**config.mk**
```make
export PLATFORM = sky130hd
export DESIGN_NAME = mem_access_ctrl
export DESIGN_NICKNAME = d
export VERILOG_FILES = /design/src/rtl/mem_access_ctrl.sv
export SDC_FILE = /design/constraint.sdc
export NUM_CORES = 1
export LEC_CHECK = 0
export ABC_AREA = 0
export CAP_MARGIN = 20
export CORE_MARGIN = 2
export CORE_UTILIZATION = 60
export CTS_CLUSTER_SIZE = 24
export DETAILED_ROUTE_END_ITERATION = 8
export DONT_BUFFER_PORTS = 1
export PLACE_DENSITY = 0.76
export SLEW_MARGIN = 20
export SYNTH_ARGS = -nofsm -noshare
export SYNTH_HDL_FRONTEND = slang
export SYNTH_SLANG_ARGS = --single-unit
```
**constraint.sdc**
```tcl
create_clock -name clk -period 3.49 [get_ports clk]
set_input_delay 1.047 -clock clk [delete_from_list [all_inputs] [get_ports clk]]
set_output_delay 1.047 -clock clk [all_outputs]
set_load 0.02 [all_outputs]
```
**src/rtl/mem_access_ctrl.sv**
```systemverilog
// Load/store initiator between the MEM stage and a big-endian byte-lane RAM.
// One request in flight: IDLE -> ACCESS -> RESP, or IDLE -> RESP on alignment error.
module mem_access_ctrl #(
  parameter int ADDR_W = 32
) (
  input  logic              clk,
  input  logic              rst,
  input  logic              req_valid,
  output logic              req_ready,
  input  logic              req_we,
  input  logic [1:0]        req_size,
  input  logic              req_unsigned,
  input  logic [ADDR_W-1:0] req_addr,
  input  logic [31:0]       req_wdata,
  output logic              resp_valid,
  input  logic              resp_ready,
  output logic [31:0]       resp_rdata,
  output logic              resp_err,
  output logic              mem_ce,
  output logic              mem_we,
  output logic [ADDR_W-1:0] mem_addr,
  output logic [3:0]        mem_sel,
  output logic [31:0]       mem_wdata,
  input  logic [31:0]       mem_rdata
);

  typedef enum logic [1:0] {
    S_IDLE,
    S_ACCESS,
    S_RESP
  } state_t;

  state_t r_state;
  state_t w_next;

  logic              r_we;
  logic [1:0]        r_size;
  logic              r_uns;
  logic [1:0]        r_off;
  logic              r_err;
  logic [31:0]       r_rdata;
  logic [ADDR_W-1:0] r_mem_addr;
  logic [31:0]       r_mem_wdata;

  logic        w_accept;
  logic        w_req_err;
  logic [31:0] w_wrep;
  logic [3:0]  w_sel;
  logic [7:0]  w_byte;
  logic [15:0] w_half;
  logic [31:0] w_load;

  assign w_accept = (r_state == S_IDLE) && req_valid;

  always_comb begin
    w_req_err = 1'b0;
    unique case (req_size)
      2'b00:   w_req_err = 1'b0;
      2'b01:   w_req_err = req_addr[0];
      2'b10:   w_req_err = |req_addr[1:0];
      default: w_req_err = 1'b1;
    endcase
  end

  always_comb begin
    w_wrep = req_wdata;
    unique case (req_size)
      2'b00:   w_wrep = {4{req_wdata[7:0]}};
      2'b01:   w_wrep = {2{req_wdata[15:0]}};
      default: w_wrep = req_wdata;
    endcase
  end

  // Offset k addresses lane 3-k, i.e. bits [31-8k -: 8].
  assign w_byte = 8'(mem_rdata >> {~r_off, 3'b000});
  assign w_half = r_off[1] ? mem_rdata[15:0] : mem_rdata[31:16];

  always_comb begin
    w_load = mem_rdata;
    unique case (r_size)
      2'b00:   w_load = {{24{~r_uns & w_byte[7]}}, w_byte};
      2'b01:   w_load = {{16{~r_uns & w_half[15]}}, w_half};
      default: w_load = mem_rdata;
    endcase
  end

  always_comb begin
    w_sel = 4'b1111;
    unique case (r_size)
      2'b00:   w_sel = 4'b1000 >> r_off;
      2'b01:   w_sel = r_off[1] ? 4'b0011 : 4'b1100;
      default: w_sel = 4'b1111;
    endcase
  end

  always_ff @(posedge clk) begin
    if (rst) r_state <= S_IDLE;
    else     r_state <= w_next;
  end

  always_comb begin
    w_next = r_state;
    unique case (r_state)
      S_IDLE:   if (req_valid) w_next = w_req_err ? S_RESP : S_ACCESS;
      S_ACCESS: w_next = S_RESP;
      S_RESP:   if (resp_ready) w_next = S_IDLE;
      default:  w_next = S_IDLE;
    endcase
  end

  always_comb begin
    req_ready  = (r_state == S_IDLE);
    resp_valid = (r_state == S_RESP);
    mem_ce     = (r_state == S_ACCESS);
    mem_we     = (r_state == S_ACCESS) && r_we;
    mem_sel    = (r_state == S_ACCESS) ? w_sel : 4'b0000;
  end

  always_ff @(posedge clk) begin
    if (rst) begin
      r_we        <= 1'b0;
      r_size      <= 2'b00;
      r_uns       <= 1'b0;
      r_off       <= 2'b00;
      r_err       <= 1'b0;
      r_rdata     <= '0;
      r_mem_addr  <= '0;
      r_mem_wdata <= '0;
    end else begin
      if (w_accept) begin
        r_we    <= req_we;
        r_size  <= req_size;
        r_uns   <= req_unsigned;
        r_off   <= req_addr[1:0];
        r_err   <= w_req_err;
        r_rdata <= '0;
        // Errored requests never touch the RAM, so its lanes keep their last value.
        if (!w_req_err) begin
          r_mem_addr  <= {req_addr[ADDR_W-1:2], 2'b00};
          r_mem_wdata <= w_wrep;
        end
      end
      if (r_state == S_ACCESS) r_rdata <= r_we ? '0 : w_load;
    end
  end

  assign resp_rdata = r_rdata;
  assign resp_err   = r_err;
  assign mem_addr   = r_mem_addr;
  assign mem_wdata  = r_mem_wdata;

endmodule

```
==> flow_summary_export.csv, run 1 <==
group,metric,value,unit
final_layout,fin_nets,496,
worst_hold_path,timing.hold.worst.start,"mem_wdata[18]",
yosys,yosys.cell_count.top_type,"dfxtp_1",
grt,first_global_vias,2993,
cts,cts_hold_buffers,0,
floorplan,die_w,88.6,um
timing,final.setup.tns,0,ps
grt,grt_remaining_overflow,0,
final_layout,utilization,0.645,
cts,cts_tree,"built",
cts,cts-root-to-sink-buffers,2,
power,power.combinational.fraction,0.103,
yosys,dominantRegCellSynth,"dfxtp_1",
final_layout,area_delta_synth_final,3.18,%
flow_run,drv_cap,0,
route,avgRoutedWirePerCell,20.9,um
power,power.sequential.fraction,0.578,
final_layout,finalNonFillerCells,493,
final_layout,n_antenna_cell,0,
cts,cts_setup_buffers,0,
floorplan,floorplan.io_pins,209,
power,switching_power,642,uW
route,drt_pre_antenna_iters,5,
yosys,ys_warn_count,0,
worst_setup_path,critical_path.startpoint,"r_size[0]",
floorplan,die-height,88.6,um
run_status,run_status,"finished, final reports clean",
route,vias,3185,
timing,slew_headroom,0.384,
worst_setup_path,timing.critical_path.required,2440,ps
floorplan,initial_core_util,0.625,
cts,cts.root.buffer_cell,"clkbuf_8",
yosys,ys_top_cells_by_count,"dfxtp_1, a22o_1, o21ai_0, mux2i_1, o2bb2ai_1",
floorplan,core.rowCount,30,
cts,cts.repair.resized,0,
worst_setup_path,critPathKind,"reg2out",
power,switching_share,0.275,
power,max-vdd-ir-drop,303,uV
worst_setup_path,timing.critical_path.arrival,2150,ps
yosys,syn-cell-area,0.00429,mm^2
grt,grt_max_degree,64,
timing,timing.final.crit_share,0.917,
place,detailedPlacementHpwl,7430,um
place,port_buffers,0,
power,powerDensity,527,mW/mm^2
yosys,postSynth.asyncResetShare,0,
route,drcViolationCount,0,
yosys,post_synth.cell_area_avg,10.4,um^2
worst_setup_path,worst-path-max-fanout,19,
worst_hold_path,holdCritPathClass,"reg2reg",
yosys,yosysSeqAreaShare,0.480,
timing,finalWorstPathRequiredPeriod,3200,ps
place,gpl.final_weighted_congestion,0.839,
yosys,synth_edf_count,0,
power,leakage,0.00166,uW
timing,rsz_0062_raised_after_global_routing,"no",
yosys,postSynthRegisterBits,103,
grt,grt_antenna_before_repair,0,
power,power_frac_clock,0.319,
floorplan,coreArea,0.00687,mm^2
yosys,postSynthCellCount,414,
cts,cts.clk_slew.worst_paths,90,ps
cts,clock_latency,340,ps
yosys,synth.top_cells.by_area,"dfxtp_1, a22o_1, mux2i_1, o2bb2ai_1, a221o_1",
grt,first_pass_grt_wire_length,15000,um
yosys,yosysTopAreaCell,"dfxtp_1",
route,detail_route.wirelength,10300,um
route,drt_iter0_drc,139,
timing,maxClockFrequency,312,MHz
timing,final_setup_fails,0,
worst_setup_path,reg2reg_from,"r_state[0]",
final_layout,drive_above_1_share,0.0957,
cts,cts_max_level,3,
yosys,yosys.area.top_type_share,0.480,
place,detailedPlace.worstSlack,709,ps
power,internal-power,1690,uW
timing,timing_max_transition_violations_final,0,
place,placed_cells_incl_taps,477,
timing,hold_viol_final,0,
route,detail-route-antenna-nets,0,
timing,fin_worst_skew,10.0,ps
grt,track_usage,0.247,
floorplan,die_area,0.00785,mm^2
cts,clock-sinks,103,
route,via_per_inst,6.46,
timing,worst_pin_slew,923,ps
cts,cts_inserted_buffers,9,
yosys,synthDistinctLibCells,37,
worst_setup_path,worst_setup_path_end_kind,"primary output",
worst_setup_path,timing.critical_path.from_type,"flop",
timing,timing.final.ws_setup,289,ps
-- metrics by stage --
step	instance area (um^2)	hold WS (ps)	power [uW]
5_1_grt	4430	585	2430
6_report	4430	577	2330
3_3_place_gp	4230	558	1610
3_5_place_dp	4230	561	1610
2_1_floorplan	4300	543	1580
4_1_cts	4430	577	2350
-- layer usage --
layer	part of all wire	vias to the layer above	routed length, um	track usage
met5	0	-	0	0
met4	0.011	0	118	0.0937
met3	0.11	12	1110	0.0868
met2	0.49	171	5060	0.411
met1	0.39	1497	4010	0.296
li1	-	1505	-	-
-- kinds of logic after synthesis --
kind of cell    Yosys count  share of synthesized area
compound gates          161                      0.288
buf+inv                  52                     0.0679
flops                   103                      0.480
mux                      38                     0.0909
other cells               1                   0.000874
simple gates             59                     0.0723
-- registers in the layout, summed over array words and instances (netlist names) --
signal	cells
mem_addr	30
mem_wdata	32
r_off	2
r_size	2
r_state	2
r_uns	1
r_we	1
resp_err	1
resp_rdata	32
-- critical path, cell delays in order (launching register included) --
cell and delay (ps):
dfxtp_1 660, or2_1 450, a21oi_1 290, nor2_1 410
-- layout by cell type, fill, tap and decap left out, drive strengths merged --
| cell type | Yosys | routed |
|---|---|---|
| a32o | 8 | 8 |
| or2 | 2 | 2 |
| a22o | 46 | 46 |
| o21ai | 32 | 32 |
| o211ai | 7 | 7 |
| nor3 | 3 | 3 |
| mux2i | 30 | 30 |
| clkinv | 1 | 2 |
| nand2b | 10 | 10 |
| bufinv | 0 | 1 |
| mux2 | 8 | 8 |
| buf | 22 | 7 |
| o21a | 2 | 2 |
| dfxtp | 103 | 103 |
| a221o | 16 | 16 |
| nor3b | 1 | 1 |
| nor2 | 21 | 21 |
| nor2b | 2 | 2 |
| and2 | 2 | 2 |
| a211oi | 1 | 1 |
| clkinvlp | 0 | 3 |
| nand2 | 10 | 10 |
| o2bb2ai | 24 | 24 |
| inv | 10 | 10 |
| o32a | 1 | 1 |
| conb | 1 | 2 |
| or3 | 8 | 8 |
| o211a | 1 | 1 |
| a21oi | 23 | 23 |
| clkbuf | 19 | 11 |
-- final cells by class --
class                           count  area [um^2]
Timing Repair Buffer                7         52.6
Clock buffer                       11          141
Fill cell                         567         2440
Sequential cell                   103         2060
Clock inverter                      5         57.6
Multi-Input combinational cell    260         1950
Inverter                           11         42.5
Tap cell                           96          120
-- power groups by stage --
| stage | logic, uW | registers (uW) | clock network, uW |
|---|---|---|---|
| finish | 240 | 1350 | 744 |
| global route | 268 | 1360 | 807 |
| CTS | 239 | 1350 | 761 |
| detailed placement | 239 | 1370 | 0 |
| global placement | 232 | 1370 | 0 |
| floorplan | 234 | 1350 | 0 |
-- worst paths after layout --
path | end | slack [ps] | cells past startpoint
setup / recovery | mem_sel[0] | 290 | 3
hold / removal | mem_wdata[18] | 580 | 1
setup reg to reg | mem_addr[7] | 1510 | 6
hold reg to reg | mem_wdata[18] | 580 | 1
No activity file was read; power rests on OpenSTA's default activity.
==> run 2, diff against run 1 <==
--- a/config.mk
+++ b/config.mk
@@ -13,7 +13,6 @@
 export DETAILED_ROUTE_END_ITERATION = 8
 export DONT_BUFFER_PORTS = 1
 export PLACE_DENSITY = 0.76
-export SLEW_MARGIN = 20
 export SYNTH_ARGS = -nofsm -noshare
 export SYNTH_HDL_FRONTEND = slang
 export SYNTH_SLANG_ARGS = --single-unit
==> results of run 2 <==
The final DEF is identical to that of run 1; final timing and power are the same.
==> run 3, diff against run 2 <==
--- a/config.mk
+++ b/config.mk
@@ -5,7 +5,7 @@
 export SDC_FILE = /design/constraint.sdc
 export NUM_CORES = 1
 export LEC_CHECK = 0
-export ABC_AREA = 0
+export ABC_AREA = 1
 export CAP_MARGIN = 20
 export CORE_MARGIN = 2
 export CORE_UTILIZATION = 60
==> run 3 against run 2 <==
Against the previous run: via count up 32%; sequential cell count unchanged; synthesized cell count up 57%; sequential power about the same; global-route usage up 3.4 points; worst hold slack worse by 76 ps; design area up 7.9%; core utilization down 1.7 points; sequential share of layout area down 3.4 points; worst setup slack better by 420 ps; critical path depth up 2; clock power down 5.4%.
==> flow_summary_export.csv, run 3 <==
group,metric,value,unit
run_status,run_status,"finished, final reports clean",
final_layout,final_cell_mix,"nand2_1, dfxtp_1, nand3_1",
grt,grt_max_degree,70,
cts,clock_latency,370,ps
timing,hold_viol_final,0,
route,via_per_inst,5.76,
final_layout,fin_nets,728,
power,powerDensity,496,mW/mm^2
yosys,postSynthRegisterBits,103,
timing,rsz_0062_raised_after_global_routing,"no",
floorplan,die_w,91.9,um
yosys,synth_edf_count,0,
worst_setup_path,cp-endpoint,"mem_sel[0]",
route,drcViolationCount,0,
worst_setup_path,critical_path.startpoint,"r_size[1]",
final_layout,final_common_cell,"nand2_1",
worst_setup_path,critical_path.reg2reg.endpoint,"mem_addr[25]",
floorplan,initial_core_util,0.610,
worst_setup_path,critPathKind,"reg2out",
timing,worst_pin_slew,781,ps
cts,cts.clk_slew.worst_paths,100,ps
worst_hold_path,timing.hold.worst.start,"r_we",
yosys,postSynth.asyncResetShare,0,
floorplan,core.rowCount,32,
yosys,synthDistinctLibCells,30,
cts,cts_max_level,3,
timing,holdWs,501,ps
worst_hold_path,holdCritPathClass,"reg2reg",
worst_setup_path,reg2reg_from,"r_state[1]",
cts,clock-sinks,103,
timing,final_setup_fails,0,
grt,first_global_vias,3992,
cts,cts_tree,"built",
route,vias,4211,
worst_setup_path,timing.critical_path.arrival,1740,ps
floorplan,die-height,91.9,um
final_layout,area_delta_synth_final,3.02,%
route,avgRoutedWirePerCell,16.7,um
place,detailedPlacementHpwl,8790,um
final_layout,n_antenna_cell,0,
final_layout,drive_above_1_share,0.103,
floorplan,coreArea,0.00761,mm^2
yosys,yosysTopAreaCell,"dfxtp_1",
place,port_buffers,0,
worst_setup_path,r2r_slack,1130,ps
worst_setup_path,timing.critical_path.required,2440,ps
worst_setup_path,timing.critical_path.from_type,"flop",
yosys,ys_top_cells_by_count,"nand2_1, dfxtp_1, nand3_1, a21oi_1, o21ai_0",
cts,cts-root-to-sink-buffers,2,
yosys,syn-cell-area,0.00464,mm^2
timing,maxClockFrequency,359,MHz
worst_setup_path,worstPathCellList,"buf_4 > clkinv_4 > nand2_4 > nor2_4 > nor2_1",
power,max-vdd-ir-drop,254,uV
route,drt_pre_antenna_iters,5,
power,leakage,0.00199,uW
yosys,yosysSeqAreaShare,0.445,
floorplan,floorplan.io_pins,209,
worst_setup_path,max_stage_delay,350,ps
route,detail_route.wirelength,12200,um
cts,cts.repair.resized,0,
place,gpl.final_weighted_congestion,0.886,
grt,grt_antenna_before_repair,0,
yosys,synth.top_cells.by_area,"dfxtp_1, nand2_1, nand3_1, a21oi_1, o21ai_0",
cts,cts_inserted_buffers,9,
worst_setup_path,critical_path_slowest_stage_cell,"nor2_1",
grt,first_pass_grt_wire_length,19100,um
yosys,postSynthCellCount,652,
timing,slew_headroom,0.478,
worst_setup_path,worst_setup_path_end_kind,"primary output",
worst_setup_path,worst-path-max-fanout,27,
cts,cts_hold_buffers,0,
cts,cts_setup_buffers,0,
timing,final.setup.tns,0,ps
floorplan,die_area,0.00845,mm^2
route,drt_iter0_drc,230,
timing,timing.final.crit_share,0.797,
grt,track_usage,0.281,
timing,fin_worst_skew,16.5,ps
yosys,post_synth.cell_area_avg,7.11,um^2
yosys,yosys.cell_count.top_type,"nand2_1",
timing,finalWorstPathRequiredPeriod,2780,ps
yosys,dominantRegCellSynth,"dfxtp_1",
worst_setup_path,reg2reg_depth,7,
yosys,ys_warn_count,0,
route,detail-route-antenna-nets,0,
timing,timing_max_transition_violations_final,0,
flow_run,drv_cap,0,
cts,cts.root.buffer_cell,"clkbuf_8",
yosys,yosys.area.top_type_share,0.445,
grt,grt_remaining_overflow,0,
[run 3: cell types whose count changed in the layout (fill, tap and decap cells not counted), moves of 19 or more]
cell       delta
o2bb2ai_1    -24
nand3_1      +81
a21oi_1      +43
inv_1        +22
nand2_1     +167
a22o_1       -46
nor2_1       +19
mux2i_1      -30
[run 3: worst max-delay path, delay by kind of cell (launching register included)]
kind | cells | cell delay [ps]
DFF | 1 | 320
and+or+nand+nor | 3 | 540
buffers and inverters | 2 | 510
[run 3: final cells by class]
| type | instances | area (um^2) |
|---|---|---|
| clock buffer | 11 | 141 |
| sequential | 103 | 2060 |
| inverter | 38 | 148 |
| timing repair buffer | 6 | 57.6 |
| tap | 102 | 128 |
| clock inverter | 5 | 42.5 |
| multi-input combinational | 466 | 2200 |
| fill | 718 | 2830 |
[run 3: cells by family after synthesis]
| logic type | count (synthesis) | synth area share |
|---|---|---|
| simple gates | 324 | 0.307 |
| compound gates | 140 | 0.165 |
| flops | 103 | 0.445 |
| buf+inv | 84 | 0.0826 |
| other cells | 1 | 0.000809 |
[run 3: metal layers]
layer	vias up	track usage	routed length, um
met1	1899	0.329	4640
li1	2068	-	-
met4	0	0.126	384
met2	210	0.468	5820
met5	-	0	0
met3	34	0.0929	1350
[run 3: how the worst min path moves through the flow]
| stage | endpoint | slack [ps] | cells after the start |
|---|---|---|---|
| floorplan | r_we | 450 | 2 |
| global placement | r_we | 470 | 2 |
| detailed placement | r_we | 490 | 2 |
| CTS | r_we | 500 | 2 |
| global route | r_we | 540 | 2 |
| finish | r_we | 500 | 2 |
[run 3: through the flow]
| stage | instance area, um^2 | util | std cells | power (uW) | worst slack [ps] |
|---|---|---|---|---|---|
| 2_1_floorplan | 4640 | - | 653 | 1650 | 1310 |
| 3_3_place_gp | 4590 | 0.604 | 715 | 1680 | 1020 |
| 3_5_place_dp | 4590 | 0.604 | 715 | 1690 | 967 |
| 4_1_cts | 4780 | 0.628 | 731 | 2390 | 696 |
| 5_1_grt | 4780 | 0.628 | 731 | 2470 | 616 |
| 6_report | 4780 | 0.628 | 731 | 2370 | 707 |
[run 3: where the power goes]
part | internal, uW | switching (uW)
Clock | 286 | 419
Sequential | 1230 | 99.2
Combinational | 101 | 231
